===== config.mk =====
export PLATFORM = sky130hd
export DESIGN_NAME = conv_controller
export DESIGN_NICKNAME = d
export VERILOG_FILES = /design/src/rtl/conv_ctrl_pkg.sv /design/src/rtl/conv_ctrl_decode.sv /design/src/rtl/conv_controller.sv
export SDC_FILE = /design/constraint.sdc
export NUM_CORES = 1
export LEC_CHECK = 0
export ABC_AREA = 1
export BUFFER_PORTS_ARGS = -buffer_cell sky130_fd_sc_hd__buf_2
export CAP_MARGIN = 20
export CORE_MARGIN = 1
export CORE_UTILIZATION = 46
export DETAILED_ROUTE_END_ITERATION = 8
export HOLD_SLACK_MARGIN = 0.03
export MAX_ROUTING_LAYER = met4
export PLACE_DENSITY = 0.77
export SLEW_MARGIN = 20
export SYNTH_ARGS = -nofsm -noshare
export SYNTH_HDL_FRONTEND = slang
export SYNTH_HIERARCHICAL = 1
export SYNTH_SLANG_ARGS = --single-unit

===== constraint.sdc =====
create_clock -name clk -period 1.8 [get_ports clk]
set_input_delay 0 -clock clk [delete_from_list [all_inputs] [get_ports clk]]
set_output_delay 0 -clock clk [all_outputs]
set_load 0.01 [all_outputs]

===== src/rtl/conv_ctrl_pkg.sv =====
// Shared definitions for the convolution controller: FSM states, the bit layout of the
// packed datapath control word, and memory-port / row-index constants.
package conv_ctrl_pkg;

   // Number of bits in the packed control word.
   localparam int unsigned CTRL_FIELDS = 30;

   // Bit positions inside the control word (2-bit fields occupy [pos +: 2]).
   localparam int unsigned X_SEL          = 0;   // [1:0] x address counter source
   localparam int unsigned X_EN           = 2;
   localparam int unsigned Y_SEL          = 3;   // [4:3] y address counter source
   localparam int unsigned Y_EN           = 5;
   localparam int unsigned Z_SEL          = 6;   // [7:6] z address counter source
   localparam int unsigned Z_EN           = 8;
   localparam int unsigned FILT_LD        = 9;
   localparam int unsigned TAB_COUNT_LD   = 10;
   localparam int unsigned TABLE_LD       = 11;
   localparam int unsigned FILT_COUNT_EN  = 12;
   localparam int unsigned FILT_ROW_SEL   = 13;
   localparam int unsigned INPUT_COUNT_EN = 14;
   localparam int unsigned INPUT_EN       = 15;
   localparam int unsigned COUNT_13_EN    = 16;
   localparam int unsigned MAC_LD         = 17;
   localparam int unsigned CALC_COUNT_EN  = 18;
   localparam int unsigned WR_COUNT_EN    = 19;
   localparam int unsigned WRITE_BUF_LD   = 20;
   localparam int unsigned MAC_RST        = 21;
   localparam int unsigned WR_DATA_SEL    = 22;
   localparam int unsigned SHIFT_EN       = 23;
   localparam int unsigned IN_COUNT_EN    = 24;
   localparam int unsigned IN_COUNT_LD    = 25;
   localparam int unsigned INPUT_I_SEL    = 26;  // [27:26] input row select
   localparam int unsigned MEM_IN_SEL     = 28;  // [29:28] memory address source

   // Address counter source: load base address or post-increment.
   localparam logic [1:0] ADDR_SEL_BASE = 2'd0;
   localparam logic [1:0] ADDR_SEL_INC  = 2'd1;

   // Memory address source select.
   localparam logic [1:0] MEM_SEL_X = 2'd0;
   localparam logic [1:0] MEM_SEL_Y = 2'd1;
   localparam logic [1:0] MEM_SEL_Z = 2'd2;

   // Last row of the 4x4 window.
   localparam logic [1:0] ROW_LAST = 2'd3;

   typedef enum logic [3:0] {
      StIdle,
      StInit,
      StFiltRd,
      StInRd,
      StTabLd,
      StCalc,
      StWrBuf,
      StWrMem,
      StShift,
      StInRd1,
      StFlush,
      StDone
   } conv_state_e;

endpackage


===== src/rtl/conv_ctrl_decode.sv =====
// Pure combinational decoder from controller state to the packed datapath control word
// and the memory strobes. The row index and write fill count only qualify fields, so
// every output remains a function of controller-held state.
module conv_ctrl_decode
   import conv_ctrl_pkg::*;
(
   input  conv_state_e            state,
   input  logic [1:0]             row_idx,
   input  logic [1:0]             wr_fill,
   output logic [CTRL_FIELDS-1:0] ctrl,
   output logic                   mem_read,
   output logic                   mem_write
);

   // Decode one control word per state; everything not listed stays low.
   always_comb begin
      ctrl      = '0;
      mem_read  = 1'b0;
      mem_write = 1'b0;
      unique case (state)
         StIdle: begin
            // Keep the accumulator cleared while parked.
            ctrl[MAC_RST] = 1'b1;
         end
         StInit: begin
            ctrl[X_SEL +: 2]    = ADDR_SEL_BASE;
            ctrl[X_EN]          = 1'b1;
            ctrl[Y_SEL +: 2]    = ADDR_SEL_BASE;
            ctrl[Y_EN]          = 1'b1;
            ctrl[Z_SEL +: 2]    = ADDR_SEL_BASE;
            ctrl[Z_EN]          = 1'b1;
            ctrl[TAB_COUNT_LD]  = 1'b1;
            ctrl[IN_COUNT_LD]   = 1'b1;
            ctrl[MAC_RST]       = 1'b1;
         end
         StFiltRd: begin
            ctrl[MEM_IN_SEL +: 2] = MEM_SEL_X;
            mem_read              = 1'b1;
            ctrl[FILT_LD]         = 1'b1;
            ctrl[FILT_COUNT_EN]   = 1'b1;
            ctrl[FILT_ROW_SEL]    = 1'b0;
            ctrl[X_SEL +: 2]      = ADDR_SEL_INC;
            ctrl[X_EN]            = 1'b1;
         end
         StInRd, StInRd1: begin
            // Full refetch and single-word refresh differ only in how the FSM
            // walks row_idx; the datapath controls are identical.
            ctrl[MEM_IN_SEL +: 2]  = MEM_SEL_Y;
            mem_read               = 1'b1;
            ctrl[INPUT_EN]         = 1'b1;
            ctrl[INPUT_COUNT_EN]   = 1'b1;
            ctrl[INPUT_I_SEL +: 2] = row_idx;
            ctrl[Y_SEL +: 2]       = ADDR_SEL_INC;
            ctrl[Y_EN]             = 1'b1;
         end
         StTabLd: begin
            ctrl[TABLE_LD] = 1'b1;
            ctrl[MAC_RST]  = 1'b1;
         end
         StCalc: begin
            ctrl[FILT_ROW_SEL]  = 1'b1;
            ctrl[CALC_COUNT_EN] = 1'b1;
            ctrl[MAC_LD]        = 1'b1;
         end
         StWrBuf: begin
            ctrl[WRITE_BUF_LD] = 1'b1;
            ctrl[WR_COUNT_EN]  = 1'b1;
         end
         StWrMem: begin
            ctrl[MEM_IN_SEL +: 2] = MEM_SEL_Z;
            mem_write             = 1'b1;
            ctrl[WR_DATA_SEL]     = 1'b0;
            ctrl[Z_SEL +: 2]      = ADDR_SEL_INC;
            ctrl[Z_EN]            = 1'b1;
         end
         StShift: begin
            ctrl[SHIFT_EN]    = 1'b1;
            ctrl[COUNT_13_EN] = 1'b1;
            ctrl[IN_COUNT_EN] = 1'b1;
         end
         StFlush: begin
            // Only a partially filled buffer has anything left to write.
            if (wr_fill != 2'd0) begin
               ctrl[MEM_IN_SEL +: 2] = MEM_SEL_Z;
               mem_write             = 1'b1;
               ctrl[WR_DATA_SEL]     = 1'b1;
            end
         end
         StDone: begin
            ctrl = '0;
         end
         default: begin
            ctrl[MAC_RST] = 1'b1;
         end
      endcase
   end

endmodule


===== src/rtl/conv_controller.sv =====
// Main sequencer for one convolution run. Holds the FSM state, the input row index used
// while fetching the window, and the write-buffer fill count used to decide whether a
// final partial flush is needed.
module conv_controller
   import conv_ctrl_pkg::*;
#(
   parameter int unsigned ADDR_W = 7,
   parameter int unsigned CTRL_W = 30
) (
   input  logic              clk,
   input  logic              rst,
   input  logic              start,
   input  logic              filt_cout,
   input  logic              input_j_cout,
   input  logic              calc_done,
   input  logic              write_mem_cout,
   input  logic              table_cout,
   input  logic              it_ends,
   output logic [CTRL_W-1:0] ctrl,
   output logic              mem_read,
   output logic              mem_write,
   output logic              busy,
   output logic              done
);

   // Elaboration guards: the control word layout is fixed by the package.
   if (CTRL_W != CTRL_FIELDS) begin : g_ctrl_w_check
      $error("conv_controller: CTRL_W must equal CTRL_FIELDS");
   end
   if (ADDR_W == 0) begin : g_addr_w_check
      $error("conv_controller: ADDR_W must be non-zero");
   end

   conv_state_e state_q, state_d;
   logic [1:0]  row_q, row_d;
   logic [1:0]  fill_q, fill_d;
   logic [CTRL_FIELDS-1:0] ctrl_word;

   // State, row index and fill count registers with synchronous active-low reset.
   always_ff @(posedge clk) begin
      if (!rst) begin
         state_q <= StIdle;
         row_q   <= 2'd0;
         fill_q  <= 2'd0;
      end else begin
         state_q <= state_d;
         row_q   <= row_d;
         fill_q  <= fill_d;
      end
   end

   // Next-state logic plus row-index and fill-count updates.
   always_comb begin
      state_d = state_q;
      row_d   = row_q;
      fill_d  = fill_q;
      unique case (state_q)
         StIdle: begin
            if (start) state_d = StInit;
         end
         StInit: begin
            row_d   = 2'd0;
            fill_d  = 2'd0;
            state_d = StFiltRd;
         end
         StFiltRd: begin
            if (filt_cout) state_d = StInRd;
         end
         StInRd: begin
            // Four words per row; the datapath flags the last word of each row.
            if (input_j_cout) begin
               if (row_q == ROW_LAST) begin
                  row_d   = 2'd0;
                  state_d = StTabLd;
               end else begin
                  row_d = row_q + 2'd1;
               end
            end
         end
         StInRd1: begin
            // One new word per row after a single-column shift.
            if (row_q == ROW_LAST) begin
               row_d   = 2'd0;
               state_d = StTabLd;
            end else begin
               row_d = row_q + 2'd1;
            end
         end
         StTabLd: begin
            state_d = StCalc;
         end
         StCalc: begin
            if (calc_done) state_d = StWrBuf;
         end
         StWrBuf: begin
            // Fill count tracks the datapath write counter and wraps with it.
            if (write_mem_cout) begin
               fill_d  = 2'd0;
               state_d = StWrMem;
            end else begin
               fill_d  = fill_q + 2'd1;
               state_d = StShift;
            end
         end
         StWrMem: begin
            state_d = StShift;
         end
         StShift: begin
            // End of image wins over end of a window row.
            if (it_ends) begin
               state_d = StFlush;
            end else if (table_cout) begin
               state_d = StInRd;
            end else begin
               state_d = StInRd1;
            end
         end
         StFlush: begin
            state_d = StDone;
         end
         StDone: begin
            state_d = StIdle;
         end
         default: begin
            state_d = StIdle;
         end
      endcase
   end

   conv_ctrl_decode u_decode (
      .state     (state_q),
      .row_idx   (row_q),
      .wr_fill   (fill_q),
      .ctrl      (ctrl_word),
      .mem_read  (mem_read),
      .mem_write (mem_write)
   );

   assign ctrl = ctrl_word;

   // Handshake outputs decoded from state.
   always_comb begin
      busy = (state_q != StIdle) && (state_q != StDone);
      done = (state_q == StDone);
   end

   // The memory port is shared: a read and a write must never be issued together.
   a_rw_exclusive: assert property (@(posedge clk) disable iff (!rst) !(mem_read && mem_write));

endmodule


==> results of run 1 <==
cell families (layout without fill, tap and decap cells):
group	count (synthesis)	in the layout	synth area share, %
fa+ha+maj	1	1	1.342
other cells	1	3	0.4023
flops	8	8	17.18
buf+inv	41	72	21.34
compound gates	15	15	9.531
simple gates	97	97	50.20
what timing repair did:
item | in CTS | in global routing
setup endpoints to repair | 0 | 0
hold endpoints to repair | 4 | 0
hold buffers | 1 | 0
per-layer routing:
layer / global-route usage (%) / up-vias
li1: - / 554
met1: 26.79 / 486
met2: 34.72 / 44
met3: 4.615 / 2
met4: 6.857 / 0
met5: - / -
cell usage in the layout (no fill, tap or decap):
cell type       n
clkbuf_4        3
ha_1            1
buf_2          39
o21ai_2         3
nand3_2         1
nand3_1        12
nand3b_1        1
nand3_4         1
nor2_2         10
inv_2           4
dlygate4sd3_1   1
inv_1          23
nor3b_2         1
o21a_1          1
clkinv_1        2
nand2_1        37
nor3_1          3
o21ai_0         1
nor2_1         22
nand2_2         6
nand4_1         2
a21oi_1        10
conb_1          3
dfxtp_1         8
nand2_4         1
per-stage QoR:
stage / util [%] / hold WS [ns] / area [um^2] / setup slack, ns / power, mW
after floorplan: - / 0.1204 / 939.7 / 0.4717 / 1.034
after global placement: 59.11 / 0.2769 / 1076 / 0.2774 / 1.237
after detailed placement: 59.11 / 0.2822 / 1076 / 0.2268 / 1.258
after CTS: 60.89 / 0.09649 / 1109 / 0.2172 / 1.413
after global routing: 60.89 / 0.1514 / 1109 / 0.07718 / 1.558
final: 60.89 / 0.09025 / 1109 / 0.1987 / 1.415
state kept, by name, indices dropped and copies added (netlist names):
signal / cells
state_q: 4
fill_q: 2
row_q: 2
critical path: stages, from the launching register on:
cell and delay [ns]:
dfxtp_1 0.53, inv_1 0.19, nor2_2 0.29, inv_2 0.04
nor2_1 0.13, nor2_2 0.06, nand3_4 0.09, nand2_1 0.07
nand2_1 0.06, nor2_1 0.04
path summary, 6_finish.rpt:
kind              start         end  slack (ns)  cells after the start
min reg2reg    row_q[1]    row_q[1]        0.50                      2
min             it_ends  state_q[1]        0.09                      5
max reg2reg  state_q[2]  state_q[2]        0.20                      9
max          state_q[2]  state_q[2]        0.20                      9
final cells by class:
| class | count | area, um^2 | area share, % |
|---|---|---|---|
| clock buffers | 3 | 22.52 | 2.032 |
| inverters | 29 | 108.9 | 9.819 |
| multi-input cells | 116 | 580.6 | 52.37 |
| flip-flops and latches | 8 | 160.2 | 14.45 |
| well taps | 25 | 31.28 | 2.822 |
| repair buffers | 40 | 205.2 | 18.51 |
power by group through the flow:
| stage | combinational [mW] | clock, mW | sequential [mW] |
|---|---|---|---|
| after detailed placement | 0.950 | 0 | 0.307 |
| after global placement | 0.938 | 0 | 0.299 |
| after global routing | 1.09 | 0.163 | 0.310 |
| after CTS | 0.955 | 0.155 | 0.303 |
| final | 0.959 | 0.154 | 0.302 |
| after floorplan | 0.750 | 0 | 0.284 |
==> results by group, run 1 <==
Outcome
  • Status: finished clean

Placement
  • DP HPWL: between 1.5 and 2 mm
  • Placed insts: 217
  • RePlAce Congestion: just over 0.9
  • PortBufs: 39

Global route
  • First-pass GRT wire length: 3.243 mm
  • Vias in the first global route: a little over 800
  • Largest net degree at the start of global routing: 12
  • Initial antenna violation count: 0
  • Total congestion overflow: 0
  • Global Route Usage Sum: 21.58%

Die
  • Initial cell density of the core: between 50 and 60%
  • Top Ports: 43
  • Die area: 2210 um^2
  • Total core area: 1821 um^2
  • Die X: ~47 um
  • Row count: 15
  • DIE HEIGHT: between 40 and 50 um

Cells and area
  • Post-Layout Cell Count: 221
  • Synthesis-to-finish area growth: 18.93%
  • Layout filler cell count: about 190
  • Final #Nets: roughly 210
  • Layout cell share with drive strength beyond 1: 35.20%
  • Antenna diode count: 0

Worst setup path
  • Highest net fanout along the worst path: 8
  • CP endpoint kind: flop
  • CP startpoint kind: flop
  • Setup CP Type: reg -> reg
  • Data arrival time at the worst-slack endpoint: 1.78 ns
  • CP Data Required Time: around 2.0 ns

Timing
  • Max-slew violations: 0
  • Final setup viols: 0
  • TNS Setup: 0 ns
  • FMAX: around 620 MHz
  • Tmin final: around 1.6 ns
  • Period utilisation layout: 88.96%
  • Final hold violation count: 0
  • Clk_skew: approximately 0.017 ns
  • RSZ-0062 raised after global routing: false

Synthesis
  • Cell count after synthesis: 163
  • Syn Std Cell Area: about 930 um^2
  • Ys async rst share: 0%
  • Synth Area per Inst: 5.719 um^2
  • Number of library cell types mapped by synthesis: 23
  • Number of enable flip-flop cells after synthesis: 0
  • Area contributors post-synth: dfxtp_1 17%, nand2_1 15%, buf_4 9.7%, inv_1 9.3%, nor2_1 8.9%
  • Sequential fraction of the synthesis area: ~17%
  • Area leader, netlist: dfxtp_1
  • Synth top area share: 17.18%
  • Yosys warning total: 6
  • Most common cell in the netlist: nand2_1
  • Flop and latch count out of synthesis: 8
  • Post-synth top cells: 37 x nand2_1, 23 x inv_1, 22 x nor2_1, 12 x buf_4, 12 x nand3_1
  • Top_reg_cell synth: dfxtp_1

Pwr
  • Switch share: a little under three fifths
  • Internal power: roughly 0.63 mW
  • Clock power share: between 10% and 20%
  • Cell area power density: between 1000 and 1500 nW/um^2
  • LEAKAGE: 0.6616 nW
  • Seq pwr share: between 20% and 30%
  • Comb pwr share: approximately two thirds
  • Switch Pwr: slightly below 0.8 mW
  • IR Drop Worst-Case VDD: just over 0.8 mV

Clock network
  • TritonCTS Buffers: 3
  • Setup bufs post-CTS: 0
  • CTS sink cnt: 8
  • CTS H-tree lvls: 1
  • CTS root buf: clkbuf_4
  • Max Buffers Root-to-Sink: 2
  • TritonCTS clock tree: yes
  • CTS resizes: 0
  • Clock insertion delay at the later pin of the skew report: around 0.27 ns
  • Clock slew at the register clock pins of the worst setup and hold paths: ~0.070 ns

Routing
  • Met2 routed WL: between 1 and 1.5 mm
  • First-pass DRT Iterations: 4
  • Top layer in use: met4
  • Post-route DRC violation count: 0
  • Antenna viol nets, final: 0
  • Routed WL: 2.146 mm
  • Wl on met1: around 930 um
  • Drt initial violations: 26
  • Total number of vias: roughly 1100
  • Via density per instance: a little under 5
  • WL/cell: just under 10 um
  • WL met3: between 150 and 200 um

Flow run
  • Max Cap Violations: 0

Worst hold path
  • HP Class: in -> reg
No activity file was read; power rests on OpenSTA's default activity.
==> run 2, diff against run 1 <==
Settings changed: RECOVER_POWER set to 100.
==> run 2 against run 1 <==
Net effect: sequential share of layout area increased by 0.77 points; first-iteration DRC count increased by 15%; highest routed layer unchanged; non-clock buffer count unchanged; count of clock-buffer cells in the layout unchanged; sequential cell count unchanged; core utilization decreased by 3.1 points; critical path type is now reg -> out; sequential power about the same; largest cell class unchanged; combinational power decreased by 5.8%; register-to-register slack got worse by 0.02 ns; critical path depth decreased by 4; via count increased by 1.1%; global-route usage unchanged.
==> results by group, run 2 (synthesized netlist as in run 1, its figures left out) <==
Outcome
  • Status: finished clean

Placement
  • RePlAce Congestion: roughly 0.90
  • DP HPWL: ~1.8 mm
  • PortBufs: 39

Timing
  • Fin Hold WS: 0.08764 ns
  • RSZ-0062 raised after global routing: false
  • TNS Setup: 0 ns
  • Max-slew violations: 0
  • Tmin final: about 1.6 ns
  • Clk_skew: 0.01617 ns
  • Period utilisation layout: between 90% and 100%
  • Final hold violation count: 0
  • FMAX: ~610 MHz
  • Final setup viols: 0

Cells and area
  • Most frequent cells in the layout: 39 x nand2_1, 26 x nor2_1, 26 x clkbuf_1
  • Synthesis-to-finish area growth: 12.89%
  • Final #Nets: between 200 and 250
  • Antenna diode count: 0
  • Largest regs: state_q (4), fill_q (2), row_q (2)
  • Largest Register: state_q
  • Largest register FFs: 4
  • Util after Layout: between 50% and 60%
  • Layout filler cell count: about 210
  • Layout cell share with drive strength beyond 1: 17.35%
  • Most common cell after layout, fill and taps aside: nand2_1

Routing
  • Total number of vias: 1098
  • Antenna viol nets, final: 0
  • Post-route DRC violation count: 0
  • Drt initial violations: 30
  • Via density per instance: ~5.0
  • First-pass DRT Iterations: 4
  • Routed WL: about 2.2 mm
  • WL/cell: a little under 10 um

Worst setup path
  • CP Data Required Time: 1.80 ns
  • Family with the most delay on the worst path: flip-flops
  • Highest net fanout along the worst path: 7
  • WP buf/inv: 2
  • CP startpoint kind: flop
  • Worst-path cell chain: inv_1 > nor2_1 > nand2_1 > o21ai_2 > clkbuf_1
  • FF-to-FF End: state_q[2]
  • CP max stage delay: 0.53 ns
  • R2r setup slk: 0.18 ns
  • Reg2reg path depth: 9
  • CP endpoint kind: output port
  • Levels on crit path: 5
  • Setup CP Type: reg -> out
  • CP startpoint: state_q[3]
  • Slowest CP cell: dfxtp_1
  • Worst R2R Start: state_q[2]
  • End point of the critical path: ctrl[29]
  • Data arrival time at the worst-slack endpoint: roughly 1.6 ns

Clock network
  • Max Buffers Root-to-Sink: 2
  • CTS sink cnt: 8
  • CTS H-tree lvls: 1
  • TritonCTS Buffers: 3
  • TritonCTS clock tree: yes
  • Clock slew at the register clock pins of the worst setup and hold paths: ~0.070 ns
  • Clock insertion delay at the later pin of the skew report: roughly 0.28 ns
  • CTS root buf: clkbuf_4

Pwr
  • Comb pwr share: roughly two thirds
  • Cell area power density: around 1300 nW/um^2
  • Seq pwr share: 22.1%
  • LEAKAGE: roughly 0.55 nW
  • Internal power: 0.5886 mW
  • Total power: roughly 1.4 mW
  • IR Drop Worst-Case VDD: ~0.8 mV
  • Switch share: a little under three fifths
  • Switch Pwr: about 0.77 mW
  • Clock power share: between 10% and 20%

Global route
  • Largest net degree at the start of global routing: 12
  • Vias in the first global route: between 800 and 900
  • First-pass GRT wire length: 3.243 mm
  • Initial antenna violation count: 0
  • Total congestion overflow: 0
  • Global Route Usage Sum: a little over a fifth

Worst hold path
  • HP Class: in -> reg

Die
  • Initial cell density of the core: 51.20%
  • Total core area: 1821 um^2
  • Die X: ~47 um
  • Top Ports: 43
  • Row count: 15
  • Die area: between 2000 and 2500 um^2
  • DIE HEIGHT: between 40 and 50 um

Flow run
  • Max Cap Violations: 0
[run 2: routing by layer]
| layer | global-route usage, % | up-vias | wire [um] |
|---|---|---|---|
| met5 | - | - | 0 |
| met4 | 6.857 | 0 | 21 |
| met3 | 4.615 | 2 | 136 |
| met2 | 34.72 | 39 | 1055 |
| met1 | 26.79 | 503 | 958 |
| li1 | - | 554 | - |
[run 2: worst min-delay path: stages]
cell and delay, ns:
buf_2 0.08, o21ai_0 0.07, nand4_1 0.07, nor2_1 0.04, nor2_1 0.08
[run 2: worst min path at each step]
stage / start / end / slack (ns) / cells past startpoint
floorplan: rst / state_q[0] / 0.12 / 2
global placement: rst / state_q[2] / 0.28 / 3
detailed placement: rst / state_q[0] / 0.28 / 3
CTS: it_ends / state_q[1] / 0.1 / 5
global route: it_ends / state_q[1] / 0.15 / 5
finish: it_ends / state_q[1] / 0.09 / 5
[run 2: what timing repair did]
item / 4_1_cts / 5_1_grt
buffers inserted: 0 / 0
gates resized for setup: 0 / 0
hold endpoints to repair: 4 / 0
hold buffers: 1 / 0
[run 2: final cells by class]
type                       instances  area, um^2  share of cell area (%)
clock buffer                       3       22.52                   2.140
inverter                          29       108.9                   10.34
multi-input combinational        116       556.8                   52.91
sequential                         8       160.2                   15.22
tap                               25       31.28                   2.973
timing repair buffer              40       172.7                   16.41
[run 2: stage by stage]
stage	area, um^2	setup WS [ns]	std cells
global route	1052	0.05550	221
detailed placement	1076	0.2268	217
finish	1052	0.1694	221
global placement	1076	0.2774	217
floorplan	939.7	0.4717	165
CTS	1109	0.2172	221
[run 2: power by group through the flow]
stage                     registers, mW  logic (mW)  clock network [mW]
after floorplan                   0.284       0.750                   0
after global placement            0.299       0.938                   0
after detailed placement          0.307       0.950                   0
after CTS                         0.303       0.955               0.155
after global routing              0.306        1.03               0.163
final                             0.300       0.903               0.155
==> run 3, diff against run 2 <==
Settings changed: CELL_PAD_IN_SITES_DETAIL_PLACEMENT set to 0, CELL_PAD_IN_SITES_GLOBAL_PLACEMENT set to 1, CORE_UTILIZATION 46 to 30, PLACE_DENSITY 0.77 to 0.78.
==> run 3 against run 2 <==
Net effect: the run now ends with DRC left; final area grew 1.2%; sequential share of layout area shrank 0.18 points; critical path depth up 4; wire length is 2.6% higher; sequential power fell by 1%; critical path type is now reg -> reg; largest cell class unchanged.
==> results by group, run 3 (synthesized netlist as in run 1, its figures left out) <==
Outcome
  • Status: finished with violations
  • Violated checks: DRC

Clock network
  • TritonCTS clock tree: yes
  • Setup bufs post-CTS: 0
  • CTS resizes: 0
  • Clock insertion delay at the later pin of the skew report: roughly 0.25 ns
  • Max Buffers Root-to-Sink: 2
  • TritonCTS Buffers: 3
  • Hold buffers post-CTS: 1
  • Clock slew at the register clock pins of the worst setup and hold paths: around 0.06 ns
  • CTS sink cnt: 8
  • CTS root buf: clkbuf_4
  • CTS H-tree lvls: 1

Flow run
  • Max Cap Violations: 0

Die
  • Total core area: 2853 um^2
  • Die X: ~58 um
  • Die area: between 3000 and 4000 um^2
  • Top Ports: 43
  • DIE HEIGHT: 57.74 um
  • Row count: 19
  • Initial cell density of the core: between 30% and 40%

Routing
  • Post-route DRC violation count: 2
  • Via density per instance: 4.520
  • Drt initial violations: 18
  • Routed WL: around 2.2 mm
  • Antenna viol nets, final: 0
  • WL/cell: 9.815 um
  • Total number of vias: about 1000
  • First-pass DRT Iterations: 6

Timing
  • Tmin final: between 1.5 and 2 ns
  • FMAX: 628.6 MHz
  • Period utilisation layout: between 80% and 90%
  • RSZ-0062 raised after global routing: false
  • Final setup margin: around 0.21 ns
  • TNS Setup: 0 ns
  • Final hold violation count: 0
  • Clk_skew: about 0.0012 ns
  • Fin Hold WS: 0.1272 ns
  • Max-slew violations: 0
  • Final setup viols: 0

Worst setup path
  • Setup CP Type: reg -> reg
  • CP endpoint kind: flop
  • Data arrival time at the worst-slack endpoint: between 1.5 and 2 ns
  • CP startpoint kind: flop
  • Highest net fanout along the worst path: 8
  • CP Data Required Time: roughly 2 ns

Pwr
  • Cell area power density: ~1300 nW/um^2
  • LEAKAGE: between 0.5 and 0.6 nW
  • Total power: about 1.3 mW
  • IR Drop Worst-Case VDD: around 0.4 mV

Cells and area
  • Most frequent cells in the layout: 38 x nand2_1, 26 x nor2_1, 24 x inv_1, 24 x clkbuf_1, 15 x buf_2
  • Synthesis-to-finish area growth: 14.23%
  • Layout cell share with drive strength beyond 1: 18.37%
  • Most common cell after layout, fill and taps aside: nand2_1
  • Antenna diode count: 0
  • Final #Nets: roughly 210
  • Post-Layout Cell Count: 227
  • Largest register FFs: 4
  • Util after Layout: around 37%
  • Final Cell Area: about 1100 um^2
  • Largest regs: state_q (4), fill_q (2), row_q (2)
  • Largest Register: state_q

Global route
  • Global Route Usage Sum: between 10% and 20%
  • Vias in the first global route: roughly 900
  • First-pass GRT wire length: 3.781 mm
  • Largest net degree at the start of global routing: 12
  • Initial antenna violation count: 0
  • Total congestion overflow: 0

Placement
  • RePlAce Congestion: around 0.87
  • DP Area: roughly 1100 um^2
  • DP HPWL: between 1.5 and 2 mm
  • Pre-CTS WS: roughly 0.29 ns
  • Placed insts: 223
  • PortBufs: 39

Worst hold path
  • HP Class: in -> reg
## run 3: changes by cell type in the layout (fill, tap and decap cells not counted)
cell	before	now
nand2_2	4	5
inv_2	3	2
nand2_1	39	38
inv_1	23	24
clkbuf_1	26	24
buf_2	13	15
## run 3: worst max-delay path, stage by stage, from the launching register on
cell and delay, ns:
dfxtp_1 0.49, inv_1 0.17, nor2_2 0.25, clkinv_1 0.11, nor2_1 0.13, nor2_1 0.08, nand3_4 0.09, nand2_1 0.06
nand2_1 0.05, nor2_1 0.04
## run 3: area by class of cell
cell class,instances,area [um^2]
well taps,31,38.79
fillers,346,1788
repair buffers,40,175.2
clock buffers,3,22.52
flip-flops and latches,8,160.2
multi-input cells,116,559.3
inverters,29,108.9
## run 3: layer usage
layer	GRT usage (%)	up-vias	routed length, um
met4	0	0	0
met3	4.911	0	105
met1	17.62	445	1059
li1	-	557	-
met2	25.42	24	1063
met5	-	-	0
## run 3: final timing paths
path                    from         end  slack [ns]  cells after the start
hold / removal       it_ends  state_q[1]        0.13                      5
setup reg to reg  state_q[2]  state_q[2]        0.21                      9
setup / recovery  state_q[2]  state_q[2]        0.21                      9
hold reg to reg     row_q[1]    row_q[1]        0.48                      2
## run 3: power by group
part	switching, mW	internal, mW	total [mW]
clock network	0.0648	0.0766	0.141
logic	0.603	0.303	0.906
registers	0.0839	0.213	0.296
